--- src/rtl/mem_wb_stage.sv ---
// MEM/WB pipeline register and write-back stage: captures MEM results, extracts
// and extends load data, drives the register-file write port and a retire counter.
module mem_wb_stage #(
  parameter int CNT_W       = 32,
  parameter bit SUPPRESS_X0 = 1'b1
) (
  input  logic             clk,
  input  logic             rst,
  input  logic             stall_wb,
  input  logic             flush_wb,
  input  logic             valid_mem,
  input  logic [31:0]      alu_result_mem1,
  input  logic [4:0]       rd_mem_out1,
  input  logic             regwrite_mem_out1,
  input  logic [31:0]      mem_data_mem1,
  input  logic             memtoreg_mem,
  input  logic [2:0]       loadtype_ex_mem,
  output logic [4:0]       rd_wb,
  output logic             regwrite_wb,
  output logic [31:0]      wb_data,
  output logic             wb_valid,
  output logic [CNT_W-1:0] retire_count
);

  localparam logic [2:0] LT_LB  = 3'b000;
  localparam logic [2:0] LT_LH  = 3'b001;
  localparam logic [2:0] LT_LBU = 3'b100;
  localparam logic [2:0] LT_LHU = 3'b101;
  localparam logic [CNT_W-1:0] CNT_ONE = {{(CNT_W-1){1'b0}}, 1'b1};

  logic             valid_q;
  logic [4:0]       rd_q;
  logic             regwrite_q;
  logic             memtoreg_q;
  logic [2:0]       loadtype_q;
  logic [1:0]       addr_q;
  logic [31:0]      alu_q;
  logic [31:0]      mem_q;
  logic [CNT_W-1:0] cnt_q;

  // The current occupant retires on any unstalled edge, even when a flush
  // replaces it with a bubble.
  always_ff @(posedge clk) begin
    if (!rst) begin
      valid_q    <= 1'b0;
      rd_q       <= 5'd0;
      regwrite_q <= 1'b0;
      memtoreg_q <= 1'b0;
      loadtype_q <= 3'd0;
      addr_q     <= 2'd0;
      alu_q      <= 32'd0;
      mem_q      <= 32'd0;
      cnt_q      <= '0;
    end else begin
      if (valid_q && !stall_wb) begin
        cnt_q <= cnt_q + CNT_ONE;
      end
      if (flush_wb) begin
        valid_q    <= 1'b0;
        regwrite_q <= 1'b0;
        memtoreg_q <= 1'b0;
      end else if (!stall_wb) begin
        valid_q    <= valid_mem;
        rd_q       <= rd_mem_out1;
        regwrite_q <= regwrite_mem_out1 & valid_mem;
        memtoreg_q <= memtoreg_mem;
        loadtype_q <= loadtype_ex_mem;
        addr_q     <= alu_result_mem1[1:0];
        alu_q      <= alu_result_mem1;
        mem_q      <= mem_data_mem1;
      end
    end
  end

  logic [7:0]  byte_sel;
  logic [15:0] half_sel;
  logic [31:0] load_val;

  always_comb begin
    byte_sel = mem_q[7:0];
    case (addr_q)
      2'd0: byte_sel = mem_q[7:0];
      2'd1: byte_sel = mem_q[15:8];
      2'd2: byte_sel = mem_q[23:16];
      2'd3: byte_sel = mem_q[31:24];
      default: byte_sel = mem_q[7:0];
    endcase
    half_sel = addr_q[1] ? mem_q[31:16] : mem_q[15:0];
  end

  // Halfword loads ignore addr[0]; unknown encodings behave like LW.
  always_comb begin
    load_val = mem_q;
    case (loadtype_q)
      LT_LB:   load_val = {{24{byte_sel[7]}}, byte_sel};
      LT_LBU:  load_val = {24'd0, byte_sel};
      LT_LH:   load_val = {{16{half_sel[15]}}, half_sel};
      LT_LHU:  load_val = {16'd0, half_sel};
      default: load_val = mem_q;
    endcase
  end

  assign wb_data      = memtoreg_q ? load_val : alu_q;
  assign rd_wb        = rd_q;
  assign wb_valid     = valid_q;
  assign regwrite_wb  = valid_q & regwrite_q & ~(SUPPRESS_X0 && (rd_q == 5'd0));
  assign retire_count = cnt_q;

endmodule

--- config.mk ---
export PLATFORM = sky130hd
export DESIGN_NAME = mem_wb_stage
export DESIGN_NICKNAME = d
export VERILOG_FILES = /design/src/rtl/mem_wb_stage.sv
export SDC_FILE = /design/constraint.sdc
export NUM_CORES = 1
export LEC_CHECK = 0
export ABC_AREA = 1
export BUFFER_PORTS_ARGS = -buffer_cell sky130_fd_sc_hd__buf_2
export CAP_MARGIN = 10
export CORE_MARGIN = 1
export CORE_UTILIZATION = 53
export DETAILED_ROUTE_END_ITERATION = 10
export PLACE_DENSITY_LB_ADDON = 0.05
export SLEW_MARGIN = 20
export SYNTH_ARGS = -nofsm -noshare
export SYNTH_HDL_FRONTEND = slang
export SYNTH_SLANG_ARGS = --single-unit
--- constraint.sdc ---
create_clock -name clk -period 1.95 [get_ports clk]
set_clock_uncertainty 0.2 [all_clocks]
set_input_delay 0.39 -clock clk [delete_from_list [all_inputs] [get_ports clk]]
set_output_delay 0.39 -clock clk [all_outputs]
set_load 0.01 [all_outputs]
==> run metrics <==
largest net degree at the start of global routing=60; most numerous cell in the Yosys netlist=nor2_1; Power, Total=4.47 mW; Max FO, Critical Path=24; core area=0.00977 mm2; Post-DRT Antenna Nets=0; Tcrit/Tclk final=121%; Setup CP Type=reg2out; Slew HR=66.6%; Worst-Skew Late Latency=0.38 ns; failing checks=negative setup slack; H-tree Lvls=3; WL/cell=13.7 um; Avg Cell Area, Syn=6.52 um2; met1 WL=6.38 mm; Initial Utilization=54.9%; # rows=36; final setup fails=32; met2 WL=7.53 mm; drt total wl=15.3 mm; Worst Hold Class=in2reg; fin area=0.00683 mm2; clock sink count=107; Synth area leader=dfxtp_1; GRT overflow=0; Critical Path Most Common Cell=nand3_1; final hold vios=0; P per Cell Area=655 mW/mm2; IO Pins=150; Slowest-stage cell, CP=dfxtp_4; port buffer count=149; first-pass GRT wire length=24.3 mm; post-layout min period=2.35 ns; hold_ws=0.0278 ns; routed via count=5809; initial antenna violation count=1; Max Freq=425 MHz; critical path data required time=1.36 ns; slack of the critical path=-0.402 ns; syn_nets=902; Main synth FF type=dfxtp_1; initial DRC count=232; Cell Area, Placed=0.00635 mm2; CTS tree=built; Inst Count DP=1089; Critical Path End Type=output pin; largest cells by area after synthesis=dfxtp_1 40%, nor2_1 13%, nand2_1 10%; status=finished, violations left; Max stage delay on crit path=0.41 ns; WL met3=906 um; crit path launch type=flip-flop; share of cells above drive strength 1=27.9%; Die Wd=103 um; Ys Warns=0; final non-filler cell total=1115; Post-synth EDFFs=0; ys async rst share=0%; CTS clk-pin slew, worst paths=0.10 ns; count of cell types in the netlist=37; Cells after Synth=822; area of the mapped netlist=0.00536 mm2; CTS Buf Count=9; vias in the first global route=5329; RSZ-0062 raised after global routing=yes; detailed placement HPWL=11.0 mm; fill count=895; gpl congestion=0.923; sequential area share after synthesis=39.9%; DIE AREA=0.0105 mm2; DRC Markers=0; Post-CTS Hold Fix Bufs=0; Yosys top cell area share=39.9%; total iterations of the first detailed-routing run=5; Area growth, synth to finish=27.3%; total track usage=29.8%; Nets=1056; Final TNS setup=-10.97 ns; CP arrival=1.76 ns; chip height=103 um; CP cell instances=buf_4 -> nand3_1 -> o211ai_1 -> nand2_2 -> buf_12 -> nand3_1 -> nand2_1 -> inv_1 -> buf_2; Max Slew Vio Count=0; Leakage=3.32 nW; root buffer cell=clkbuf_8; register bit total from synthesis=107; Top Layer Used=met4; Max Cap Violations=0; Peak VDD IR=0.000358 V; clk buf depth=2; vias per cell=5.21; Least-Margin Pin Slew=0.501 ns; Synth top cells by count=179 x nor2_1, 145 x nand2_1, 107 x dfxtp_1
critical path: cells and delay by family, from the launching register on:
family          cells  cell delay [ns]
buf+inv             4             0.45
flops               1             0.41
simple gates        4             0.35
compound gates      1             0.17
metal layers:
metal	track usage, %	vias to the layer above
met5	0	-
li1	-	2957
met1	36.6	2635
met4	13.5	0
met3	5.08	32
met2	50.8	185
report_power, final:
group,switching [mW],internal [mW]
combinational,0.455,0.352
clock,0.761,0.540
sequential,0.0783,2.29
total,1.29,3.18
placed cells by master, fill, tap and decap left out, types with 10 or more instances in the layout:
cell type  instances
nor2_1           178
buf_2            147
nand2_1          138
dfxtp_1          101
o21ai_0           85
inv_1             69
a21oi_1           58
nand3_1           31
buf_4             24
or2_2             17
nor3_1            11
clkbuf_8          11
o21ai_1           10
state kept, by name, summed over array words and instances, names as in the netlist:
register      flops
alu_q            31
wb_valid          1
regwrite_q        1
addr_q            1
retire_count     32
mem_q            32
rd_wb             5
loadtype_q        3
memtoreg_q        1
cell type report:
cell class	instances	area [um2]	share of cell area [%]
multi-input combinational	597	2910	42.6
antenna	1	2.50	0.0367
sequential	107	2160	31.6
clock inverter	3	22.5	0.330
inverter	76	293	4.29
clock buffer	13	159	2.33
timing repair buffer	185	1120	16.4
tap	133	166	2.44
per-stage QoR:
| step | utilization [%] | setup WS (ns) |
|---|---|---|
| finish | 69.9 | -0.402 |
| global route | 69.9 | -0.481 |
| CTS | 68.9 | -0.382 |
| detailed placement | 65.0 | -0.125 |
| global placement | 65.0 | -0.00683 |
| floorplan | - | 0.111 |
logic make-up (layout without fill, tap and decap cells):
| logic type | Yosys count | in the layout | synth area share, % |
|---|---|---|---|
| and+or+nand+nor | 413 | 414 | 32.9 |
| adders and majority gates | 1 | 1 | 0.233 |
| xor gates and xnor gates | 1 | 1 | 0.163 |
| other | 0 | 1 | 0 |
| buffers and inverters | 119 | 277 | 9.05 |
| DFF | 107 | 107 | 39.9 |
| AOI/OAI and AO/OA | 181 | 181 | 17.7 |
final timing paths:
kind	from	endpoint	slack [ns]	cells after the start
min	alu_result_mem1[13]	alu_q[13]$_SDFFE_PN0P_	0.03	3
min reg2reg	retire_count[6]$_SDFFE_PN0P_	retire_count[6]$_SDFFE_PN0P_	0.28	2
max	alu_q[1]$_SDFFE_PN0P_	wb_data[18]	-0.40	9
max reg2reg	retire_count[0]$_SDFFE_PN0P_	retire_count[24]$_SDFFE_PN0P_	0.14	9
timing repair:
item / 4_1_cts / 5_1_grt
gates cloned: 1 / 0
pin swaps: 10 / 4
gates resized for setup: 53 / 22
setup endpoints to repair: 32 / 35
buffers inserted: 8 / 1
(Power assumes the default switching activity.)
